--- config.mk ---
export PLATFORM = sky130hd
export DESIGN_NAME = piton_core_wakeup_ctrl
export DESIGN_NICKNAME = d
export VERILOG_FILES = /design/src/rtl/piton_core_wakeup_ctrl.sv
export SDC_FILE = /design/constraint.sdc
export NUM_CORES = 1
export LEC_CHECK = 0
export ABC_AREA = 1
export CAP_MARGIN = 15
export CORE_AREA = 2 2 64 66
export CTS_BUF_LIST = sky130_fd_sc_hd__clkbuf_8
export CTS_CLUSTER_SIZE = 8
export DETAILED_ROUTE_END_ITERATION = 10
export DIE_AREA = 0 0 66 68
export GPL_TIMING_DRIVEN = 0
export MAX_ROUTING_LAYER = met4
export PLACE_DENSITY = 0.79
export RECOVER_POWER = 50
export SLEW_MARGIN = 20
export SYNTH_ARGS = -nofsm -noshare
export SYNTH_HDL_FRONTEND = slang
export SYNTH_SLANG_ARGS = --single-unit
--- constraint.sdc ---
create_clock -name clk_i -period 1.75 [get_ports clk_i]
set_clock_uncertainty 0.05 [all_clocks]
set_input_delay 0.35 -clock clk_i [delete_from_list [all_inputs] [get_ports clk_i]]
set_output_delay 0.35 -clock clk_i [all_outputs]
set_load 0.005 [all_outputs]
--- src/rtl/piton_core_wakeup_ctrl.sv ---
// piton_core_wakeup_ctrl: per-tile core wakeup/park sequencer.
// Waits an SRAM-init interval after reset. It then decodes L1.5 interrupt
// return packets to wake and park harts. It gates each hart's L1.5 request
// valid and drives per-hart core resets. It also synchronises each hart's
// asynchronous interrupt lines.
// Optional build macro: WAKEUP_OVERRIDE_EN adds wakeup_override_i, which
// forces harts out of SLEEP/INIT into RUN without a WAKE packet.
module piton_core_wakeup_ctrl #(
  parameter int unsigned NUM_HARTS   = 1,
  parameter int unsigned HART_ID_W   = 5,
  parameter int unsigned CNT_WIDTH   = 16,
  parameter int unsigned IRQ_WIDTH   = 4,
  parameter int unsigned SYNC_STAGES = 2
) (
  input  logic                           clk_i,
  input  logic                           reset_l,
  input  logic                           rtrn_val_i,
  input  logic                           rtrn_is_int_i,
  input  logic [63:0]                    rtrn_data_i,
  input  logic [NUM_HARTS-1:0]           req_val_i,
  input  logic [NUM_HARTS-1:0]           req_ack_i,
`ifdef WAKEUP_OVERRIDE_EN
  input  logic [NUM_HARTS-1:0]           wakeup_override_i,
`endif
  output logic [NUM_HARTS-1:0]           req_val_o,
  output logic [NUM_HARTS-1:0]           core_rst_no,
  input  logic [NUM_HARTS*IRQ_WIDTH-1:0] irq_async_i,
  output logic [NUM_HARTS*IRQ_WIDTH-1:0] irq_sync_o,
  output logic [NUM_HARTS*2-1:0]         hart_state_o,
  output logic                           init_done_o
);

  localparam logic [1:0] S_INIT  = 2'b00;
  localparam logic [1:0] S_SLEEP = 2'b01;
  localparam logic [1:0] S_RUN   = 2'b10;
  localparam logic [1:0] S_DRAIN = 2'b11;

  // ---------------------------------------------------------------------
  // Init-wait counter
  // ---------------------------------------------------------------------
  logic [CNT_WIDTH-1:0] cnt_q, cnt_d;
  logic                 cnt_msb;

  assign cnt_msb = cnt_q[CNT_WIDTH-1];

  // Count up after reset; hold once the MSB is set.
  always_comb begin
    cnt_d = cnt_q;
    if (!cnt_msb) cnt_d = cnt_q + CNT_WIDTH'(1);
  end

  // Counter register with synchronous reset.
  always_ff @(posedge clk_i) begin
    if (!reset_l) cnt_q <= '0;
    else          cnt_q <= cnt_d;
  end

  assign init_done_o = cnt_msb;

  // ---------------------------------------------------------------------
  // Interrupt packet decode (shared by all harts)
  // ---------------------------------------------------------------------
  logic                 int_val;
  logic                 is_wake;
  logic                 is_park;
  logic [HART_ID_W-1:0] hart_sel;
  logic                 sel_bcast;
  logic                 unused_data;

  assign int_val     = rtrn_val_i & rtrn_is_int_i;
  assign is_wake     = int_val & (rtrn_data_i[17:16] == 2'b01) & (rtrn_data_i[5:0] == 6'b000001);
  assign is_park     = int_val & (rtrn_data_i[17:16] == 2'b11);
  assign hart_sel    = rtrn_data_i[8 +: HART_ID_W];
  assign sel_bcast   = (hart_sel == '1);
  assign unused_data = ^rtrn_data_i;

  // ---------------------------------------------------------------------
  // Per-hart sequencer
  // ---------------------------------------------------------------------
  for (genvar g = 0; g < NUM_HARTS; g++) begin : g_hart
    logic [1:0] st_q, st_d;
    logic       pend_q, pend_d;
    logic       infl_q;
    logic       started_q;
    logic       hit, wake, park, ovr;
    logic       rv_o;

    assign hit  = (hart_sel == HART_ID_W'(g)) | sel_bcast;
    assign wake = is_wake & hit;
    assign park = is_park & hit;
`ifdef WAKEUP_OVERRIDE_EN
    assign ovr  = wakeup_override_i[g];
`else
    assign ovr  = 1'b0;
`endif

    // Request gating: DRAIN only lets an already-presented request stay up.
    always_comb begin
      rv_o = 1'b0;
      case (st_q)
        S_RUN:   rv_o = req_val_i[g];
        S_DRAIN: rv_o = req_val_i[g] & infl_q;
        default: rv_o = 1'b0;
      endcase
    end

    // Next-state and pending-wake logic.
    always_comb begin
      st_d   = st_q;
      pend_d = pend_q;
      case (st_q)
        S_INIT: begin
          if (wake)      pend_d = 1'b1;
          else if (park) pend_d = 1'b0;
          if (cnt_msb)   st_d = (pend_d | ovr) ? S_RUN : S_SLEEP;
        end
        S_SLEEP: begin
          if (wake | ovr) st_d = S_RUN;
        end
        S_RUN: begin
          if (park) st_d = (infl_q | (req_val_i[g] & ~req_ack_i[g])) ? S_DRAIN : S_SLEEP;
        end
        S_DRAIN: begin
          // Leave once nothing is held or the held request is acked.
          if (wake)                       st_d = S_RUN;
          else if (~rv_o | req_ack_i[g])  st_d = S_SLEEP;
        end
        default: st_d = S_INIT;
      endcase
    end

    // Per-hart state, in-flight tracking and core-reset release.
    always_ff @(posedge clk_i) begin
      if (!reset_l) begin
        st_q      <= S_INIT;
        pend_q    <= 1'b0;
        infl_q    <= 1'b0;
        started_q <= 1'b0;
      end else begin
        st_q      <= st_d;
        pend_q    <= pend_d;
        infl_q    <= rv_o & ~req_ack_i[g];
        started_q <= started_q | (st_q == S_RUN);
      end
    end

    assign req_val_o[g]           = rv_o;
    assign core_rst_no[g]         = started_q;
    assign hart_state_o[2*g +: 2] = st_q;
  end

  // ---------------------------------------------------------------------
  // Interrupt synchronisers
  // ---------------------------------------------------------------------
  logic [NUM_HARTS*IRQ_WIDTH-1:0] sync_q [SYNC_STAGES];

  // Plain flop chain; the last stage is the synchronised output.
  always_ff @(posedge clk_i) begin
    if (!reset_l) begin
      for (int unsigned i = 0; i < SYNC_STAGES; i++) sync_q[i] <= '0;
    end else begin
      sync_q[0] <= irq_async_i;
      for (int unsigned i = 1; i < SYNC_STAGES; i++) sync_q[i] <= sync_q[i-1];
    end
  end

  assign irq_sync_o = sync_q[SYNC_STAGES-1];

endmodule

==> flow_metrics.env <==
export IMPL_cts_root_buffer="clkbuf_8"
export IMPL_n_fill_cell=381
export IMPL_cts_tree="done"
export IMPL_numClockSinks=29
export IMPL_p_clk_share_pct=43.3
export IMPL_hp_start="sync_q[0][1]"
export IMPL_path_class="flip-flop to output port"
export IMPL_crit_slowest_cell="clkdlybuf4s50_1"
export IMPL_syn_nets=268
export IMPL_final_cell_mix="41 x nand2_1, 35 x inv_1, 29 x nor2_1, 29 x clkdlybuf4s50_1, 26 x dfxtp_1"
export IMPL_slowest_delay_ns=0.50
export IMPL_grt_max_degree=11
export IMPL_htreeDepth=2
export IMPL_clk_pin_slew_ns=0.06
export IMPL_grt_overflow_total=0
export IMPL_ios=83
export IMPL_syn_to_final_growth_pct=35.8
export IMPL_fin_crit_sh_pct=92.9
export IMPL_cts_inserted_buffers=5
export IMPL_grt_pass1_vias=1109
export IMPL_required_ns=1.35
export IMPL_final_common_cell="nand2_1"
export IMPL_r2r_cells=8
export IMPL_rsz0062_at_grt="false"
export IMPL_synth_cells=193
export IMPL_crit_arrival_ns=1.23
export IMPL_synthDistinctLibCells=27
export IMPL_syn_avg_cell_area_sq_um=7.13
export IMPL_p_total_uw=1620
export IMPL_tightest_slew_ns=0.411
export IMPL_run_status="finished clean"
export IMPL_pwr_share_seq_pct=43.6
export IMPL_die_area_sq_um=4490
export IMPL_p_int_uw=1260
export IMPL_r2r_end="cnt_q[8]"
export IMPL_grtUsageMet3_pct=5.26
export IMPL_start_util_pct=35.7
export IMPL_setup_viol=0
export IMPL_finalMaxSlewViolations=0
export IMPL_path_max_fanout=4
export IMPL_rrSetupSlack_ns=0.28
export IMPL_netlist_area_sq_um=1380
export IMPL_die_h_um=68
export IMPL_grt_first_pass_wirelength_mm=4.46
export IMPL_min_period_ns=1.63
export IMPL_ir_drop_mv=0.374
export IMPL_tns_ns=0
export IMPL_num_vias=1255
export IMPL_routabilityCongestion=0.879
export IMPL_insertion_delay_ns=0.28
export IMPL_busiest_layer="met2"
export IMPL_timing_hold_worst_class="flip-flop to flip-flop"
export IMPL_core_region_area_sq_um=3860
export IMPL_met2_usage_pct=22.3
export IMPL_hold_depth=2
export IMPL_start_kind="flip-flop"
export IMPL_nets=307
export IMPL_max_freq_mhz=615
export IMPL_hold_worst_slack_ns=0.371
export IMPL_grtUsageTotal_pct=13.4
export IMPL_hold_viol=0
export IMPL_wire_per_inst_um=9.36
export IMPL_ys_seq_area_share_pct=42.2
export IMPL_switching_share_pct=22.1
export IMPL_antenna_cells=0
export IMPL_io_buffers=31
export IMPL_num_rows=23
export IMPL_relSlewSlack_pct=72.6
export IMPL_min_to="sync_q[0][5]"
export IMPL_power_density_nw_per_um2=867
export IMPL_place_hpwl_mm=2.04
export IMPL_synth_seq_cells=29
export IMPL_clock_path_buffers=2
export IMPL_crit_chain="buf_4 -> clkdlybuf4s50_1"
export IMPL_ant_nets=0
export IMPL_leakagePower_uw=0.000816
export IMPL_drt_iter0_markers=39
export IMPL_drv_cap=0
export IMPL_wl_mm=2.65
export IMPL_ctsHoldBuffers=0
export IMPL_met1_usage_pct=14.3
export IMPL_endpoint_kind="output port"
export IMPL_drc=0
export IMPL_yosysWarnings=0
export IMPL_die_x_um=66
export IMPL_p_sw_uw=358
export IMPL_layout_drive_gt1_share_pct=11.2
export IMPL_grt_antenna_before_repair=0
export IMPL_power_frac_comb_pct=13.0
export IMPL_final_util_pct=48.5
export IMPL_firstDrtPassIters=4
export IMPL_vias_per_cell=4.43
export IMPL_reg2reg_from="cnt_q[0]"
[state kept, by name, summed over array words and instances (netlist names)]
signal         flops
cnt_q             16
core_rst_no        1
hart_state_o       2
g_hart.pend_q      1
sync_q             8
g_hart.infl_q      1
[worst max-delay path by stage]
| stage | start | end | slack, ns | depth (start not counted) |
|---|---|---|---|---|
| final | hart_state_o[1] | hart_state_o[1] | 0.12 | 2 |
| after global routing | hart_state_o[0] | req_val_o | 0.09 | 4 |
| after detailed placement | req_val_i | req_val_o | -0.09 | 4 |
| after floorplan | cnt_q[0] | cnt_q[12] | 0.42 | 8 |
| after CTS | cnt_q[15] | init_done_o | 0.02 | 1 |
| after global placement | req_val_i | req_val_o | -0.08 | 4 |
[layout make-up]
type	instances	area, sq um	share of cell area [%]
clock inverter	2	33.8	1.81
timing repair buffer	32	317	16.9
inverter	35	131	7.03
multi-input combinational	123	618	33.1
sequential	29	587	31.4
buffer	6	37.5	2.01
clock buffer	6	82.6	4.42
tap	50	62.6	3.35
[stage by stage]
stage	area (sq um)	cells	setup slack (ns)
final	1870	283	0.124
after global routing	1870	283	0.0880
after CTS	1880	283	0.0207
after detailed placement	1750	274	-0.0937
after global placement	1750	274	-0.0847
after floorplan	1380	193	0.417
[power groups by stage]
stage / logic [uW] / clock network (uW) / registers (uW)
after global placement: 201 / 0 / 720
after global routing: 241 / 746 / 711
after detailed placement: 206 / 0 / 722
final: 211 / 703 / 708
after CTS: 215 / 724 / 708
after floorplan: 103 / 0 / 718
[cell usage after synthesis]
library cell  count  share of area [%]
nor3_1            2               0.73
dfxtp_1          29                 42
nand3b_1          1               0.55
nor3_4            1                1.2
buf_2             1               0.36
inv_2             1               0.27
nand4_2           1               0.91
o21bai_1          1               0.55
nor2_4            3                2.5
nand2_2           1               0.45
a21oi_1          15                5.5
nor2_2            3                1.4
a31oi_1           1               0.45
nand3_1           8                2.9
o21ai_1           6                2.2
xor2_1            1               0.64
nand4_1           2               0.91
buf_4             4                2.2
clkbuf_1          1               0.27
nor2_1           28                7.6
nand3_4           2                2.5
ha_1              1               0.91
nand2_1          40                 11
nand3_2           1               0.73
o21ai_0           4                1.5
nor3b_1           1               0.55
inv_1            34                9.3
[per-layer routing]
layer / up-vias / wire length, um
met1: 545 / 1160
met4: 0 / 51
met5: - / 0
met3: 4 / 196
li1: 675 / -
met2: 31 / 1240
[kinds of logic after synthesis]
group | share of synthesized area (%)
DFF | 42.2
adders and majority gates | 0.909
buffers and inverters | 12.4
AOI/OAI and AO/OA | 10.1
xor gates and xnor gates | 0.636
and+or+nand+nor | 33.8
[critical path, delay by kind of cell, from the launching register on]
family                 cells  cell delay [ns]
DFF                        1             0.33
buffers and inverters      2             0.62
[repair_timing]
item	4_1_cts	5_1_grt
gates cloned	0	0
gates resized for setup	5	1
buffers inserted	1	0
pin swaps	0	0
hold endpoints to repair	0	0
endpoints found under the setup margin	1	1
No activity file was read; power rests on OpenSTA's default activity.
